[config.mk]
export PLATFORM = sky130hd
export DESIGN_NAME = cal_fifo_reader
export DESIGN_NICKNAME = d
export VERILOG_FILES = /design/src/rtl/cal_fifo_reader.sv
export SDC_FILE = /design/constraint.sdc
export NUM_CORES = 1
export LEC_CHECK = 0
export ABC_AREA = 1
export CAP_MARGIN = 20
export CORE_MARGIN = 2
export CORE_UTILIZATION = 38
export DETAILED_ROUTE_END_ITERATION = 16
export PLACE_DENSITY = 0.59
export SLEW_MARGIN = 20
export SYNTH_ARGS = -nofsm -noshare
export SYNTH_HDL_FRONTEND = slang
export SYNTH_SLANG_ARGS = --single-unit
[constraint.sdc]
create_clock -name CLK -period 2.1 [get_ports CLK]
set_input_delay 0.42 -clock CLK [delete_from_list [all_inputs] [get_ports CLK]]
set_output_delay 0.42 -clock CLK [all_outputs]
set_load 0.05 [all_outputs]
[src/rtl/cal_fifo_reader.sv]
// cal_fifo_reader: read-side controller for the calibration FIFO.
// Issues FIFO reads while enabled, tracks words in flight through the FIFO's
// read latency, parks returning words in a small circular skid buffer and
// presents them as a valid/ready stream with a per-frame last marker.
module cal_fifo_reader #(
  parameter int DWIDTH     = 12,
  parameter int RD_LATENCY = 2,
  parameter int SKID_DEPTH = 4,
  parameter int FRAME_LEN  = 512
) (
  input  logic              CLK,
  input  logic              RESET,
  input  logic              ENABLE,
  input  logic              FIFO_EMPTY,
  input  logic [DWIDTH-1:0] FIFO_Q,
  output logic              FIFO_RE,
  output logic [DWIDTH-1:0] M_DATA,
  output logic              M_VALID,
  input  logic              M_READY,
  output logic              M_LAST,
  output logic              BUSY,
  output logic [15:0]       FRAME_CNT
);

  localparam int CNT_W = $clog2(SKID_DEPTH + RD_LATENCY + 1);
  localparam int PTR_W = $clog2(SKID_DEPTH);
  localparam logic [CNT_W-1:0] SKID_D   = CNT_W'(SKID_DEPTH);
  localparam logic [PTR_W-1:0] PTR_LAST = PTR_W'(SKID_DEPTH - 1);
  localparam logic [15:0]      IDX_LAST = 16'(FRAME_LEN - 1);

  // Credits must cover the full read latency plus one word of slack so the
  // conservative credit check still sustains one word per cycle.
  if (SKID_DEPTH < RD_LATENCY + 2) begin : g_skid_too_small
    $error("cal_fifo_reader: SKID_DEPTH must be >= RD_LATENCY+2");
  end

  typedef enum logic [1:0] {IDLE, RUN, DRAIN} state_t;

  state_t                state_q, state_d;
  logic [RD_LATENCY-1:0] rd_vld_q, rd_vld_d;
  logic [CNT_W-1:0]      occ_q, occ_d;
  logic [CNT_W-1:0]      inflight;
  logic [PTR_W-1:0]      wr_ptr_q, wr_ptr_d;
  logic [PTR_W-1:0]      rd_ptr_q, rd_ptr_d;
  logic [15:0]           idx_q, idx_d;
  logic [15:0]           frame_cnt_q, frame_cnt_d;
  logic [DWIDTH-1:0]     skid_mem [SKID_DEPTH];
  logic                  push, pop;

  // Circular pointer advance for a buffer that need not be a power of two.
  function automatic logic [PTR_W-1:0] ptr_next(input logic [PTR_W-1:0] p);
    return (p == PTR_LAST) ? '0 : p + 1'b1;
  endfunction

  // Words in flight, read-enable credit check and stream-side outputs.
  always_comb begin
    inflight = '0;
    for (int i = 0; i < RD_LATENCY; i++) begin
      inflight = inflight + CNT_W'(rd_vld_q[i]);
    end
    FIFO_RE   = !RESET && (state_q == RUN) && ENABLE && !FIFO_EMPTY &&
                ((inflight + occ_q) < SKID_D);
    push      = rd_vld_q[RD_LATENCY-1];
    M_VALID   = (occ_q != '0);
    pop       = M_VALID && M_READY;
    M_DATA    = M_VALID ? skid_mem[rd_ptr_q] : '0;
    M_LAST    = M_VALID && (idx_q == IDX_LAST);
    BUSY      = (state_q != IDLE);
    FRAME_CNT = frame_cnt_q;
  end

  // Next-state for the FSM, latency pipe, skid pointers and frame counters.
  always_comb begin
    state_d = state_q;
    unique case (state_q)
      IDLE:    if (ENABLE) state_d = RUN;
      RUN:     if (!ENABLE) state_d = DRAIN;
      DRAIN: begin
        if (ENABLE)                                state_d = RUN;
        else if (inflight == '0 && occ_q == '0)    state_d = IDLE;
      end
      default: state_d = IDLE;
    endcase

    rd_vld_d[0] = FIFO_RE;
    for (int i = 1; i < RD_LATENCY; i++) begin
      rd_vld_d[i] = rd_vld_q[i-1];
    end

    occ_d    = occ_q + CNT_W'(push) - CNT_W'(pop);
    wr_ptr_d = push ? ptr_next(wr_ptr_q) : wr_ptr_q;
    rd_ptr_d = pop  ? ptr_next(rd_ptr_q) : rd_ptr_q;

    idx_d       = idx_q;
    frame_cnt_d = frame_cnt_q;
    if (pop) begin
      if (idx_q == IDX_LAST) begin
        idx_d       = '0;
        frame_cnt_d = frame_cnt_q + 16'd1;
      end else begin
        idx_d = idx_q + 16'd1;
      end
    end
  end

  // Control registers; reset discards in-flight and buffered words.
  always_ff @(posedge CLK) begin
    if (RESET) begin
      state_q     <= IDLE;
      rd_vld_q    <= '0;
      occ_q       <= '0;
      wr_ptr_q    <= '0;
      rd_ptr_q    <= '0;
      idx_q       <= '0;
      frame_cnt_q <= '0;
    end else begin
      state_q     <= state_d;
      rd_vld_q    <= rd_vld_d;
      occ_q       <= occ_d;
      wr_ptr_q    <= wr_ptr_d;
      rd_ptr_q    <= rd_ptr_d;
      idx_q       <= idx_d;
      frame_cnt_q <= frame_cnt_d;
    end
  end

  // Skid storage: capture FIFO_Q when the oldest in-flight read lands.
  always_ff @(posedge CLK) begin
    if (push) begin
      skid_mem[wr_ptr_q] <= FIFO_Q;
    end
  end

  a_no_overflow: assert property (@(posedge CLK) disable iff (RESET) occ_q <= SKID_D);

endmodule
==> flow_metrics.py, run 1 <==
metrics = {
    "run_status": {
        "status": "complete, but fails checks",
        "violations": "negative setup slack",
    },
    "clock_network": {
        "cts.sinks": 93,
        "htree_num_levels": 3,
        "clock_path_buffers": 2,
        "root_buffer": "clkbuf_16",
        "clk_latency_ns": 0.34,
        "cts_made_buffers": 9,
        "clkTransAtPathRegs_ns": 0.06,
        "cts_tree": "done",
    },
    "drt": {
        "drtIter0Drc": 178,
        "antenna_left": 0,
        "drtPass1Iterations": 4,
        "routed_wl_mm": 9.25,
        "routedWlPerCell_um": 12.9,
        "num_vias": 3405,
        "via_per_inst": 4.76,
        "drc_errors": 0,
    },
    "power_and_ir_drop": {
        "comb_power_share": 0.309,
        "power_density_nw_per_um2": 987,
        "power_frac_seq": 0.377,
        "p_switching_mw": 1.95,
        "clkPwrFrac": 0.314,
        "cell_internal_pwr_mw": 3.55,
        "swShare": 0.355,
        "p_leak_nw": 2.26,
        "power_mw": 5.50,
        "irDropWorstVdd_mv": 0.723,
    },
    "synthesis": {
        "netlist.area_leader.share": 0.328,
        "synth_edf_count": 48,
        "ys_warn_count": 0,
        "yosysSeqAreaShare": 0.533,
        "syn_area_um2": 4390,
        "synth_seq_cells": 93,
        "synth-main-ff-cell": "edfxtp_1",
        "synth_fp_nets": 536,
        "synth.most_common_cell": "nor2_1",
        "yosys-top-cells-count": "128 x nor2_1, 86 x nand2_1, 48 x edfxtp_1",
        "synth_top_cell_by_area": "edfxtp_1",
        "synthTopCellsByArea": "edfxtp_1 33%, dfxtp_1 21%, nor2_1 11%",
        "yosysUniqueCellTypes": 36,
        "async_flop_share": 0,
        "syn_avg_cell_area_um2": 8.67,
        "synth_cells": 507,
    },
    "place": {
        "dp.final_hpwl_mm": 6.30,
        "dp.cells": 698,
        "placed_area_um2": 5090,
        "pre_cts_slack_ns": -0.191,
        "place.gp.congestion": 0.836,
        "portBuffers": 48,
    },
    "setup_path": {
        "cp.arrival_ns": 1.71,
        "crit_path_end": "FIFO_RE",
        "startpoint_type": "register",
        "crit_type": "register to primary output",
        "r2r_cells": 11,
        "r2r_start": "occ_q[0]",
        "cp.required_ns": 1.68,
        "crit_path_end_kind": "primary output",
        "ff2ff_setup_slack_ns": 0.24,
        "crit_fanout": 4,
        "crit_path_start": "rd_vld_q[1]",
        "r2r-end": "occ_q[2]",
    },
    "hold_path": {
        "hold_path.class": "register to register",
    },
    "sta": {
        "layout_setup_ws_ns": -0.0324,
        "slew_viol_final": 0,
        "slew_headroom": 0.620,
        "hold_slack_ns": 0.491,
        "finalSetupViolations": 1,
        "fmax_ghz": 0.469,
        "hold_violations": 0,
        "fin_skew_ns": 0.00445,
        "finalCritPeriodShare": 1.02,
        "fin_tns_setup_ns": -0.0324,
        "rsz0062_at_grt": "yes",
        "tightest_slew_ns": 0.570,
        "fin_crit_ns": 2.13,
    },
    "global_route": {
        "overflow": 0,
        "antenna_found_initial": 0,
        "first_global_vias": 3188,
        "grt_pass1_wl_mm": 15.5,
        "grt_max_degree": 25,
        "track_usage": 0.156,
    },
    "run": {
        "max_cap_viol_count": 0,
    },
    "layout": {
        "post-route-util": 0.490,
        "fin_cells": 716,
        "nets": 597,
        "drive_gt1_frac": 0.168,
        "area_delta_synth_final_pct": 26.7,
        "final_cell_area_um2": 5570,
        "insertedDiodeCount": 0,
    },
    "die": {
        "initial_core_util": 0.386,
        "dieArea_um2": 12400,
        "dieWidth_um": 112,
        "io_pins": 49,
        "core-area_um2": 11400,
        "die_y_um": 112,
        "rows": 39,
    },
}
power by group through the flow:
| stage | Clock, mW | Sequential (mW) | Combinational, mW |
|---|---|---|---|
| 2_1_floorplan | 0 | 2.05 | 1.17 |
| 3_3_place_gp | 0 | 2.07 | 1.62 |
| 3_5_place_dp | 0 | 2.07 | 1.64 |
| 4_1_cts | 1.76 | 2.04 | 1.66 |
| 5_1_grt | 1.86 | 2.08 | 1.83 |
| 6_report | 1.73 | 2.07 | 1.70 |
per-layer routing:
layer / global-route usage / wire length, µm / vias to the layer above
li1: - / - / 1769
met1: 0.199 / 4230 / 1563
met2: 0.261 / 4470 / 59
met3: 0.0299 / 379 / 14
met4: 0.0626 / 168 / 0
met5: 0 / 0 / -
critical path, cell delays in order (launching register included):
cell and delay, ns:
dfxtp_4 0.37, ha_4 0.17, ha_4 0.21, a31o_4 0.23, xor2_2 0.16, nor2_4 0.11
buf_12 0.14
flip-flops by register name, indices dropped and copies added, names as in the netlist, named ones only:
signal     count
skid_mem      48
FRAME_CNT     16
idx_q         16
occ_q          3
rd_ptr_q       2
rd_vld_q       2
state_q        2
wr_ptr_q       2
area by class of cell:
cell class	instances	area, µm²
fill	1065	5800
clock buffer	9	225
sequential	93	2360
multi-input combinational	350	1900
timing repair inverter	1	7.51
tap	143	179
timing repair buffer	63	606
clock inverter	7	97.6
inverter	50	199
worst min-delay path by stage:
stage,start,to,slack (ns),cells after the start
2_1_floorplan,rd_vld_q[0],rd_vld_q[1],0.43,2
3_3_place_gp,rd_vld_q[0],rd_vld_q[1],0.44,2
3_5_place_dp,rd_vld_q[0],rd_vld_q[1],0.46,2
4_1_cts,idx_q[1],idx_q[1],0.49,2
5_1_grt,state_q[0],state_q[0],0.51,1
6_report,occ_q[2],occ_q[2],0.49,1
cells in the final DEF (no fill, tap or decap), types with 5 or more instances in the layout:
master,count
buf_4,25
a21oi_2,5
dfxtp_2,5
nand4_1,10
o21ai_0,30
nor2_1,125
a21oi_1,20
nand2_1,86
xor2_1,8
clkbuf_16,9
clkdlybuf4s50_1,28
nand3_1,18
edfxtp_1,48
dfxtp_1,38
ha_1,7
inv_1,42
cells by family after synthesis:
kind of cell / after synthesis / share of synthesized area
and+or+nand+nor: 267 / 0.275
DFF: 93 / 0.533
buffers and inverters: 64 / 0.0618
AOI/OAI and AO/OA: 60 / 0.0723
adders and majority gates: 12 / 0.0359
xor gates and xnor gates: 11 / 0.0219
timing repair:
action | CTS | global route
hold buffers | 0 | 0
pin swaps | 2 | 2
setup endpoints to repair | 9 | 15
buffers inserted | 1 | 0
resized for setup | 18 | 22
cloned | 0 | 1
No activity file was read; power rests on OpenSTA's default activity.
==> run 2, diff against run 1 <==
==> constraint.sdc (replaced) <==
create_clock -name CLK -period 2.1 [get_ports CLK]
set_input_delay 0.315 -clock CLK [delete_from_list [all_inputs] [get_ports CLK]]
set_output_delay 0.315 -clock CLK [all_outputs]
set_load 0.05 [all_outputs]
==> flow_metrics.py, run 2 (synthesis gave the netlist of run 1 again) <==
metrics = {
    "drt": {
        "via_per_inst": 4.74,
        "routedWlPerCell_um": 12.9,
        "antenna_left": 0,
        "drtPass1Iterations": 6,
        "num_vias": 3386,
        "drc_errors": 0,
        "drtIter0Drc": 156,
        "routed_wl_mm": 9.20,
    },
    "global_route": {
        "overflow": 0,
        "track_usage": 0.155,
        "grt_pass1_wl_mm": 15.7,
        "antenna_found_initial": 0,
        "grt_max_degree": 25,
        "first_global_vias": 3359,
    },
    "place": {
        "placed_area_um2": 5060,
        "dp.cells": 696,
        "dp.final_hpwl_mm": 6.50,
        "place.gp.congestion": 0.823,
        "portBuffers": 48,
    },
    "power_and_ir_drop": {
        "p_leak_nw": 2.18,
        "comb_power_share": 0.314,
        "cell_internal_pwr_mw": 3.32,
        "power_density_nw_per_um2": 967,
        "power_mw": 5.26,
        "irDropWorstVdd_mv": 0.654,
        "clkPwrFrac": 0.296,
        "swShare": 0.370,
        "power_frac_seq": 0.390,
        "p_switching_mw": 1.95,
    },
    "sta": {
        "finalSetupViolations": 0,
        "fin_skew_ns": 0.00842,
        "hold_violations": 0,
        "rsz0062_at_grt": "yes",
        "finalCritPeriodShare": 0.990,
        "fin_tns_setup_ns": 0,
        "slew_headroom": 0.609,
        "tightest_slew_ns": 0.586,
        "fin_crit_ns": 2.08,
        "fmax_ghz": 0.481,
        "slew_viol_final": 0,
    },
    "clock_network": {
        "cts.sinks": 93,
        "clkTransAtPathRegs_ns": 0.07,
        "clk_latency_ns": 0.34,
        "cts_tree": "done",
        "cts_made_buffers": 9,
        "cts_hold_buffers": 0,
        "clock_path_buffers": 2,
        "root_buffer": "clkbuf_16",
        "htree_num_levels": 3,
    },
    "hold_path": {
        "hold_depth": 1,
        "worstHoldStart": "state_q[1]",
        "holdPathEnd": "state_q[0]",
        "hold_path.class": "register to register",
    },
    "setup_path": {
        "crit_fanout": 4,
        "crit_type": "register to primary output",
        "cp.arrival_ns": 1.76,
        "ff2ff_setup_slack_ns": 0.14,
        "r2r_start": "occ_q[2]",
        "r2r_cells": 11,
        "startpoint_type": "register",
        "cp.required_ns": 1.78,
        "r2r-end": "occ_q[2]",
        "crit_path_end_kind": "primary output",
    },
    "die": {
        "die_y_um": 112,
        "dieArea_um2": 12400,
        "io_pins": 49,
        "core-area_um2": 11400,
        "initial_core_util": 0.386,
        "dieWidth_um": 112,
        "rows": 39,
    },
    "layout": {
        "top_register": "skid_mem",
        "final_cell_area_um2": 5440,
        "drive_gt1_frac": 0.147,
        "fillerInstances": 1078,
        "insertedDiodeCount": 0,
        "layout_common_cells": "125 x nor2_1, 86 x nand2_1, 48 x edfxtp_1",
        "area_delta_synth_final_pct": 23.8,
        "largest_reg_flops": 48,
        "nets": 595,
        "fin_cells": 714,
        "layout_commonest_cell": "nor2_1",
    },
    "run": {
        "max_cap_viol_count": 0,
    },
    "run_status": {
        "status": "finished clean",
    },
}
## run 2: changes by cell type in the layout (fill, tap and decap cells not counted), moves of 3 or more
cell | previous run | this run
a21oi_1 | 20 | 25
dfxtp_1 | 38 | 41
dlymetal6s2s_1 | 3 | 0
a21oi_2 | 5 | 0
dfxtp_2 | 5 | 2
clkinvlp_4 | 3 | 0
clkdlybuf4s50_1 | 28 | 33
## run 2: what timing repair did
item,4_1_cts,5_1_grt
endpoints found under the setup margin,2,4
buffers inserted,2,0
gates resized for setup,6,10
cloned,0,0
pin swaps,2,2
## run 2: layer usage
metal / track usage / vias up / wire length, µm
met3: 0.0386 / 6 / 395
met2: 0.280 / 71 / 4670
met5: 0 / - / 0
met4: 0.0362 / 0 / 84
li1: - / 1762 / -
met1: 0.188 / 1547 / 4050
## run 2: power groups by stage
stage               combinational, mW  sequential (mW)  clock (mW)
floorplan                        1.16             2.05           0
global placement                 1.62             2.08           0
detailed placement               1.65             2.08           0
CTS                              1.65             2.04        1.62
global route                     1.78             2.06        1.69
finish                           1.65             2.05        1.56
## run 2: through the flow
step	hold slack, ns	setup slack [ns]	utilization
after floorplan	0.414	-0.0518	-
after global placement	0.449	-0.0352	0.445
after detailed placement	0.455	-0.130	0.445
after CTS	0.481	-0.0230	0.474
after global routing	0.521	-0.0322	0.479
final	0.487	0.0209	0.479
## run 2: layout make-up
cell class / instances / area [µm²] / share of cell area
clock buffers: 9 / 225 / 0.0414
clock inverters: 7 / 67.6 / 0.0124
inverters: 50 / 190 / 0.0350
multi-input cells: 350 / 1850 / 0.341
flip-flops and latches: 93 / 2350 / 0.432
well taps: 143 / 179 / 0.0329
repair buffers: 62 / 573 / 0.105
## run 2: how the worst max path moves through the flow
stage	start	to	slack (ns)	cells after the start
after detailed placement	M_READY	occ_q[2]	-0.13	10
after floorplan	occ_q[1]	occ_q[2]	-0.05	12
final	rd_vld_q[1]	FIFO_RE	0.02	6
after global routing	rd_vld_q[1]	FIFO_RE	-0.03	6
after global placement	M_READY	occ_q[2]	-0.04	10
after CTS	rd_vld_q[1]	FIFO_RE	-0.02	6
## run 2: worst max-delay path: stages, from the launching register on
cell and delay, ns:
dfxtp_4 0.37, ha_4 0.16, ha_4 0.21, a31o_4 0.24, xor2_2 0.15, nor2_2 0.16, buf_12 0.15
